### config.mk
export PLATFORM = sky130hd
export DESIGN_NAME = link_tx_ctrl
export DESIGN_NICKNAME = d
export VERILOG_FILES = /design/src/rtl/noc_pkg.sv /design/src/rtl/credit_counter.sv /design/src/rtl/link_tx_ctrl.sv
export SDC_FILE = /design/constraint.sdc
export NUM_CORES = 1
export LEC_CHECK = 0
export ABC_AREA = 1
export CAP_MARGIN = 15
export CORE_MARGIN = 2
export CORE_UTILIZATION = 37
export DETAILED_ROUTE_END_ITERATION = 10
export GPL_TIMING_DRIVEN = 0
export PLACE_DENSITY = 0.8
export SLEW_MARGIN = 20
export SYNTH_ARGS = -nofsm -noshare
export SYNTH_HDL_FRONTEND = slang
export SYNTH_SLANG_ARGS = --single-unit
export TNS_END_PERCENT = 10
### constraint.sdc
create_clock -name clk -period 2.15 [get_ports clk]
set_input_delay 0.215 -clock clk [delete_from_list [all_inputs] [get_ports clk]]
set_output_delay 0.215 -clock clk [all_outputs]
set_load 0.03 [all_outputs]
### src/rtl/noc_pkg.sv
// noc_pkg: shared definitions for the router output path.
//   PKT_W    - packet width shared by arbiter, output FIFO and link
//   CREDITS  - default downstream input-buffer depth
//   CREDIT_W - default credit counter width (2**CREDIT_W > CREDITS)
//   link_state_e - link controller FSM encoding
package noc_pkg;
  localparam int PKT_W    = 64;
  localparam int CREDITS  = 4;
  localparam int CREDIT_W = 3;

  typedef enum logic [1:0] {
    LINK_INIT   = 2'd0,
    LINK_ACTIVE = 2'd1,
    LINK_ERROR  = 2'd2
  } link_state_e;
endpackage

### src/rtl/credit_counter.sv
// credit_counter: downstream credit tracker for the link transmitter.
// Ports:
//   clk, reset  - rising-edge clock, synchronous active-high reset
//   load_i      - load the full credit allotment (link init)
//   inc_i       - one credit returned by downstream
//   dec_i       - one credit consumed by a FIFO read
//   count_o     - credits currently available
//   overflow_o  - a return arrived with the count already full (this cycle)
module credit_counter #(
  parameter int CREDITS  = 4,
  parameter int CREDIT_W = 3
) (
  input  logic                clk,
  input  logic                reset,
  input  logic                load_i,
  input  logic                inc_i,
  input  logic                dec_i,
  output logic [CREDIT_W-1:0] count_o,
  output logic                overflow_o
);
  localparam logic [CREDIT_W-1:0] MAX_CNT = CREDIT_W'(CREDITS);

  logic [CREDIT_W-1:0] count_q, count_d;

  // Simultaneous inc and dec cancel; an increment at full count saturates
  // and is reported as an overflow.
  always_comb begin
    count_d    = count_q;
    overflow_o = 1'b0;
    if (load_i) begin
      count_d = MAX_CNT;
    end else if (inc_i && !dec_i) begin
      if (count_q == MAX_CNT) overflow_o = 1'b1;
      else                    count_d    = count_q + CREDIT_W'(1);
    end else if (dec_i && !inc_i) begin
      count_d = count_q - CREDIT_W'(1);
    end
  end

  always_ff @(posedge clk) begin
    if (reset) count_q <= '0;
    else       count_q <= count_d;
  end

  assign count_o = count_q;
endmodule

### src/rtl/link_tx_ctrl.sv
// link_tx_ctrl: credit-based transmit controller for one router output port.
// Pops the output FIFO only while downstream has a free slot and forwards
// each packet onto the link two cycles after the pop.
// Ports:
//   clk, reset          - rising-edge clock, synchronous active-high reset
//   fifo_empty/fifo_dout - output FIFO status and read data (data valid the
//                          cycle after rd_en)
//   rd_en               - FIFO pop (combinational)
//   link_ready          - downstream initialised, sampled only in INIT
//   credit_return       - one pulse per freed downstream slot
//   link_valid/link_packet - registered link outputs
//   credit_count        - credits available
//   link_state          - FSM state (0 INIT, 1 ACTIVE, 2 ERROR)
//   credit_err          - sticky credit overflow flag
//   sent_count/stall_count - statistics, built only with LINK_TX_STATS_EN,
//                          otherwise tied to 0
// Handshake: a FIFO entry is consumed in every cycle where rd_en=1 at the
// rising edge; fifo_dout carries that entry for the following cycle, and
// link_valid=1 marks a cycle where link_packet holds a new packet (no
// backpressure from the link; flow control is purely by credits).
module link_tx_ctrl
  import noc_pkg::*;
#(
  parameter int PKT_W    = noc_pkg::PKT_W,
  parameter int CREDITS  = noc_pkg::CREDITS,
  parameter int CREDIT_W = noc_pkg::CREDIT_W
) (
  input  logic                clk,
  input  logic                reset,
  input  logic                fifo_empty,
  input  logic [PKT_W-1:0]    fifo_dout,
  output logic                rd_en,
  input  logic                link_ready,
  input  logic                credit_return,
  output logic                link_valid,
  output logic [PKT_W-1:0]    link_packet,
  output logic [CREDIT_W-1:0] credit_count,
  output logic [1:0]          link_state,
  output logic                credit_err,
  output logic [15:0]         sent_count,
  output logic [15:0]         stall_count
);
  link_state_e         state_q;
  logic                rd_pending_q;
  logic                link_valid_q;
  logic [PKT_W-1:0]    link_packet_q;
  logic                credit_err_q;
  logic [CREDIT_W-1:0] cnt;
  logic                cnt_load, cnt_inc, cnt_overflow;

  assign rd_en    = (state_q == LINK_ACTIVE) && !fifo_empty && (cnt != '0);
  assign cnt_load = (state_q == LINK_INIT) && link_ready;
  // Returns are only meaningful once credits have been loaded; in ERROR the
  // count is frozen.
  assign cnt_inc  = (state_q == LINK_ACTIVE) && credit_return;

  credit_counter #(
    .CREDITS  (CREDITS),
    .CREDIT_W (CREDIT_W)
  ) u_credit_counter (
    .clk        (clk),
    .reset      (reset),
    .load_i     (cnt_load),
    .inc_i      (cnt_inc),
    .dec_i      (rd_en),
    .count_o    (cnt),
    .overflow_o (cnt_overflow)
  );

  always_ff @(posedge clk) begin
    if (reset) begin
      state_q       <= LINK_INIT;
      rd_pending_q  <= 1'b0;
      link_valid_q  <= 1'b0;
      link_packet_q <= '0;
      credit_err_q  <= 1'b0;
    end else begin
      // A read issued last cycle always completes, even after entering ERROR.
      rd_pending_q <= rd_en;
      link_valid_q <= rd_pending_q;
      if (rd_pending_q) link_packet_q <= fifo_dout;

      case (state_q)
        LINK_INIT: begin
          if (link_ready) state_q <= LINK_ACTIVE;
        end
        LINK_ACTIVE: begin
          if (cnt_overflow) begin
            state_q      <= LINK_ERROR;
            credit_err_q <= 1'b1;
          end
        end
        default: ; // ERROR is left only through reset
      endcase
    end
  end

  assign link_valid   = link_valid_q;
  assign link_packet  = link_packet_q;
  assign credit_count = cnt;
  assign link_state   = state_q;
  assign credit_err   = credit_err_q;

`ifdef LINK_TX_STATS_EN
  logic [15:0] sent_q, stall_q;

  always_ff @(posedge clk) begin
    if (reset) begin
      sent_q  <= '0;
      stall_q <= '0;
    end else begin
      if (link_valid_q) sent_q <= sent_q + 16'd1;
      if ((state_q == LINK_ACTIVE) && !fifo_empty && (cnt == '0))
        stall_q <= stall_q + 16'd1;
    end
  end

  assign sent_count  = sent_q;
  assign stall_count = stall_q;
`else
  assign sent_count  = '0;
  assign stall_count = '0;
`endif
endmodule

==> results.tsv <==
stage	metric	value	unit
run_status	status	completed	
global_route	overflow	0	
pwr	seqPwrFrac	0.459	
placement	dp.cells	638	
floorplan	start_util	0.375	
pwr	power.density	655	nW/um^2
timing	fin_crit_sh	0.940	
synthesis	syn-instance-count	365	
pwr	intPower	2250	uW
clock_tree	tritoncts	built	
clock_tree	cts.sinks	72	
synthesis	synth-seq-cells	72	
timing	fin_crit	2.02	ns
synthesis	yosysMostFrequentCell	nor2_1	
clock_tree	cts_max_level	3	
synthesis	synth-edff-count	0	
global_route	track_usage	0.180	
drt	antenna_left	0	
clock_tree	cts_resized	0	
timing	fin_skew	0.00353	ns
final_layout	diodes	0	
pwr	combPwrFrac	0.194	
worst_setup_path	crit_path_start_kind	flop	
floorplan	die_w	91.9	um
synthesis	ys_types	24	
synthesis	yosysTopAreaCellShare	0.505	
drt	drcViolationCount	0	
timing	fmax	0.495	GHz
final_layout	fin_cells	654	
clock_tree	hold_buffers	0	
worst_setup_path	crit_fanout	6	
drt	wl_per_cell	11.6	um
worst_setup_path	crit_end	rd_en	
synthesis	seq_area_frac_synth	0.505	
synthesis	synth.area.top_cells	dfxtp_1, nor2_1, o21ai_0	
floorplan	dieArea	8440	sq um
synthesis	synth_warnings	0	
placement	place_area	4500	sq um
final_layout	drive_gt1_frac	0.138	
synthesis	yosysTopAreaCell	dfxtp_1	
timing	hold_violations	0	
drt	num_vias	2847	
final_layout	stdcell_area	4700	sq um
synthesis	synth_area_per_cell	7.83	sq um
placement	post-dp-hpwl	5840	um
worst_setup_path	crit_required	1.93	ns
worst_setup_path	worstSetupEndpointType	output port	
worst_setup_path	r2r_setup_slack	0.35	ns
pwr	p_clk_frac	0.347	
pwr	switching_share	0.267	
final_layout	area_growth_syn_to_layout	64.6	%
min_path	hp-class	input port to flop	
timing	rsz0062_at_grt	no	
pwr	ir_worst_vdd	0.365	mV
floorplan	fp.dieH	91.9	um
synthesis	synth.cell_area	2860	sq um
worst_setup_path	worstPathArrival	1.81	ns
timing	slew_violations	0	
global_route	grt_max_degree	12	
synthesis	yosys-top-cells-count	nor2_1, dfxtp_1, o21ai_0	
drt	first_pass_iters	4	
synthesis	async_flop_share	0	
floorplan	coreArea	7610	sq um
worst_setup_path	r2r_cells	11	
worst_setup_path	crit_type	flop to output port	
timing	setup_violations	0	
clock_tree	cts_buffer_depth	2	
drt	drt_wl_total	7610	um
timing	setup_slack	0.129	ns
placement	gp_congestion	0.802	
clock_tree	cts-root-buf	clkbuf_8	
timing	setup_tns	0	ns
final_layout	nets	617	
global_route	antenna_found_initial	0	
clock_tree	cts_buffers	9	
drt	vias_per_cell	4.35	
synthesis	synth_top_flop_cell	dfxtp_1	
floorplan	io_pins	173	
placement	portBuffers	140	
floorplan	num_rows	32	
drt	drt_iter0_markers	90	
placement	pre_cts_ws	0.0846	ns
clock_tree	clkLatencyLatePin	0.33	ns
worst_setup_path	cp-startpoint	u_credit_counter.count_o[0]$_SDFFE_PP0P_	
global_route	grt_pass1_wl	12200	um
worst_setup_path	rr_startpoint	link_state[1]$_SDFFE_PP0P_	
clock_tree	post_cts_buffers	0	
run	maxCapViolCount	0	
worst_setup_path	r2r-end	u_credit_counter.count_o[2]$_SDFFE_PP0P_	
pwr	leakagePower	0.00211	uW
pwr	p_sw	823	uW
global_route	grt_pass1_vias	2721	
clock_tree	clk_pin_slew_worst_paths	0.07	ns
## per-stage QoR
step	hold slack, ns	utilization	total power, uW
6_report	0.456	0.618	3080
5_1_grt	0.445	0.618	3210
3_3_place_gp	0.441	0.592	2030
2_1_floorplan	0.277	-	1780
3_5_place_dp	0.449	0.592	2040
4_1_cts	0.439	0.618	3110
## worst min-delay path by stage
stage                     depth (start not counted)                                        to  slack (ns)               startpoint
after floorplan                                   1  u_credit_counter.count_o[2]$_SDFFE_PP0P_        0.28                    reset
after global placement                            2                   credit_err$_SDFFE_PP0P_        0.44  credit_err$_SDFFE_PP0P_
after detailed placement                          2                   credit_err$_SDFFE_PP0P_        0.45  credit_err$_SDFFE_PP0P_
after CTS                                         3              link_packet[36]$_SDFFE_PP0P_        0.44            fifo_dout[36]
after global routing                              3               link_packet[2]$_SDFFE_PP0P_        0.45             fifo_dout[2]
final                                             3              link_packet[36]$_SDFFE_PP0P_        0.46            fifo_dout[36]
## layout by cell type, fill, tap and decap left out, types with 2 or more instances in the layout
cell             count
clkinv_2             2
nor2_4               2
conb_1              32
clkdlybuf4s50_1    140
o21ai_0             59
dfxtp_1             72
nand2_4              2
buf_4               34
o21ai_1              7
inv_2                4
clkbuf_8            11
nand2_2              4
nand2_1              5
buf_2               12
inv_1                7
nand3_1              3
a21oi_1              2
nor2_1             136
clkbuf_1             9
## layer usage
| metal | global-route usage | share of wire |
|---|---|---|
| met1 | 0.202 | 0.44 |
| met2 | 0.303 | 0.45 |
| met3 | 0.0715 | 0.10 |
| met4 | 0.0784 | 0.010 |
| met5 | 0 | 0 |
## registers in the layout, summed over array words and instances (netlist names)
signal and flops:
link_state 2, u_credit_counter.count_o 3, link_packet 64, link_valid 1, rd_pending_q 1, credit_err 1
## critical path, cell delays in order, from the launching register on
cell and delay (ns):
dfxtp_1 0.48, nor2_4 0.07, nand2_2 0.08, nand2_4 0.08, inv_4 0.08, clkdlybuf4s50_1 0.68
## cells by family (layout without fill, tap and decap cells)
group | after synthesis | in the layout | share of synthesized area
adder cells (fa/ha/maj) | 1 | 1 | 0.00701
other | 1 | 32 | 0.00131
AO/OA/AOI/OAI | 70 | 70 | 0.125
buffers and inverters | 65 | 221 | 0.136
flip-flops | 72 | 72 | 0.505
AND/OR/NAND/NOR | 155 | 155 | 0.223
XOR/XNOR | 1 | 1 | 0.00307
## final cells by class
| class | count | area (sq um) |
|---|---|---|
| Sequential cell | 72 | 1440 |
| Fill cell | 660 | 2910 |
| Inverter | 12 | 47.5 |
| Clock buffer | 13 | 159 |
| Clock inverter | 3 | 40.0 |
| Timing Repair Buffer | 140 | 1400 |
| Buffer | 53 | 342 |
| Tap cell | 102 | 128 |
| Multi-Input combinational cell | 259 | 1140 |
## power by group through the flow
stage	Clock (uW)	Sequential, uW	Combinational (uW)
after floorplan	0	1530	248
after global placement	0	1440	588
after detailed placement	0	1440	594
after CTS	1100	1410	596
after global routing	1160	1420	638
final	1070	1410	596
No activity file was read; power rests on OpenSTA's default activity.
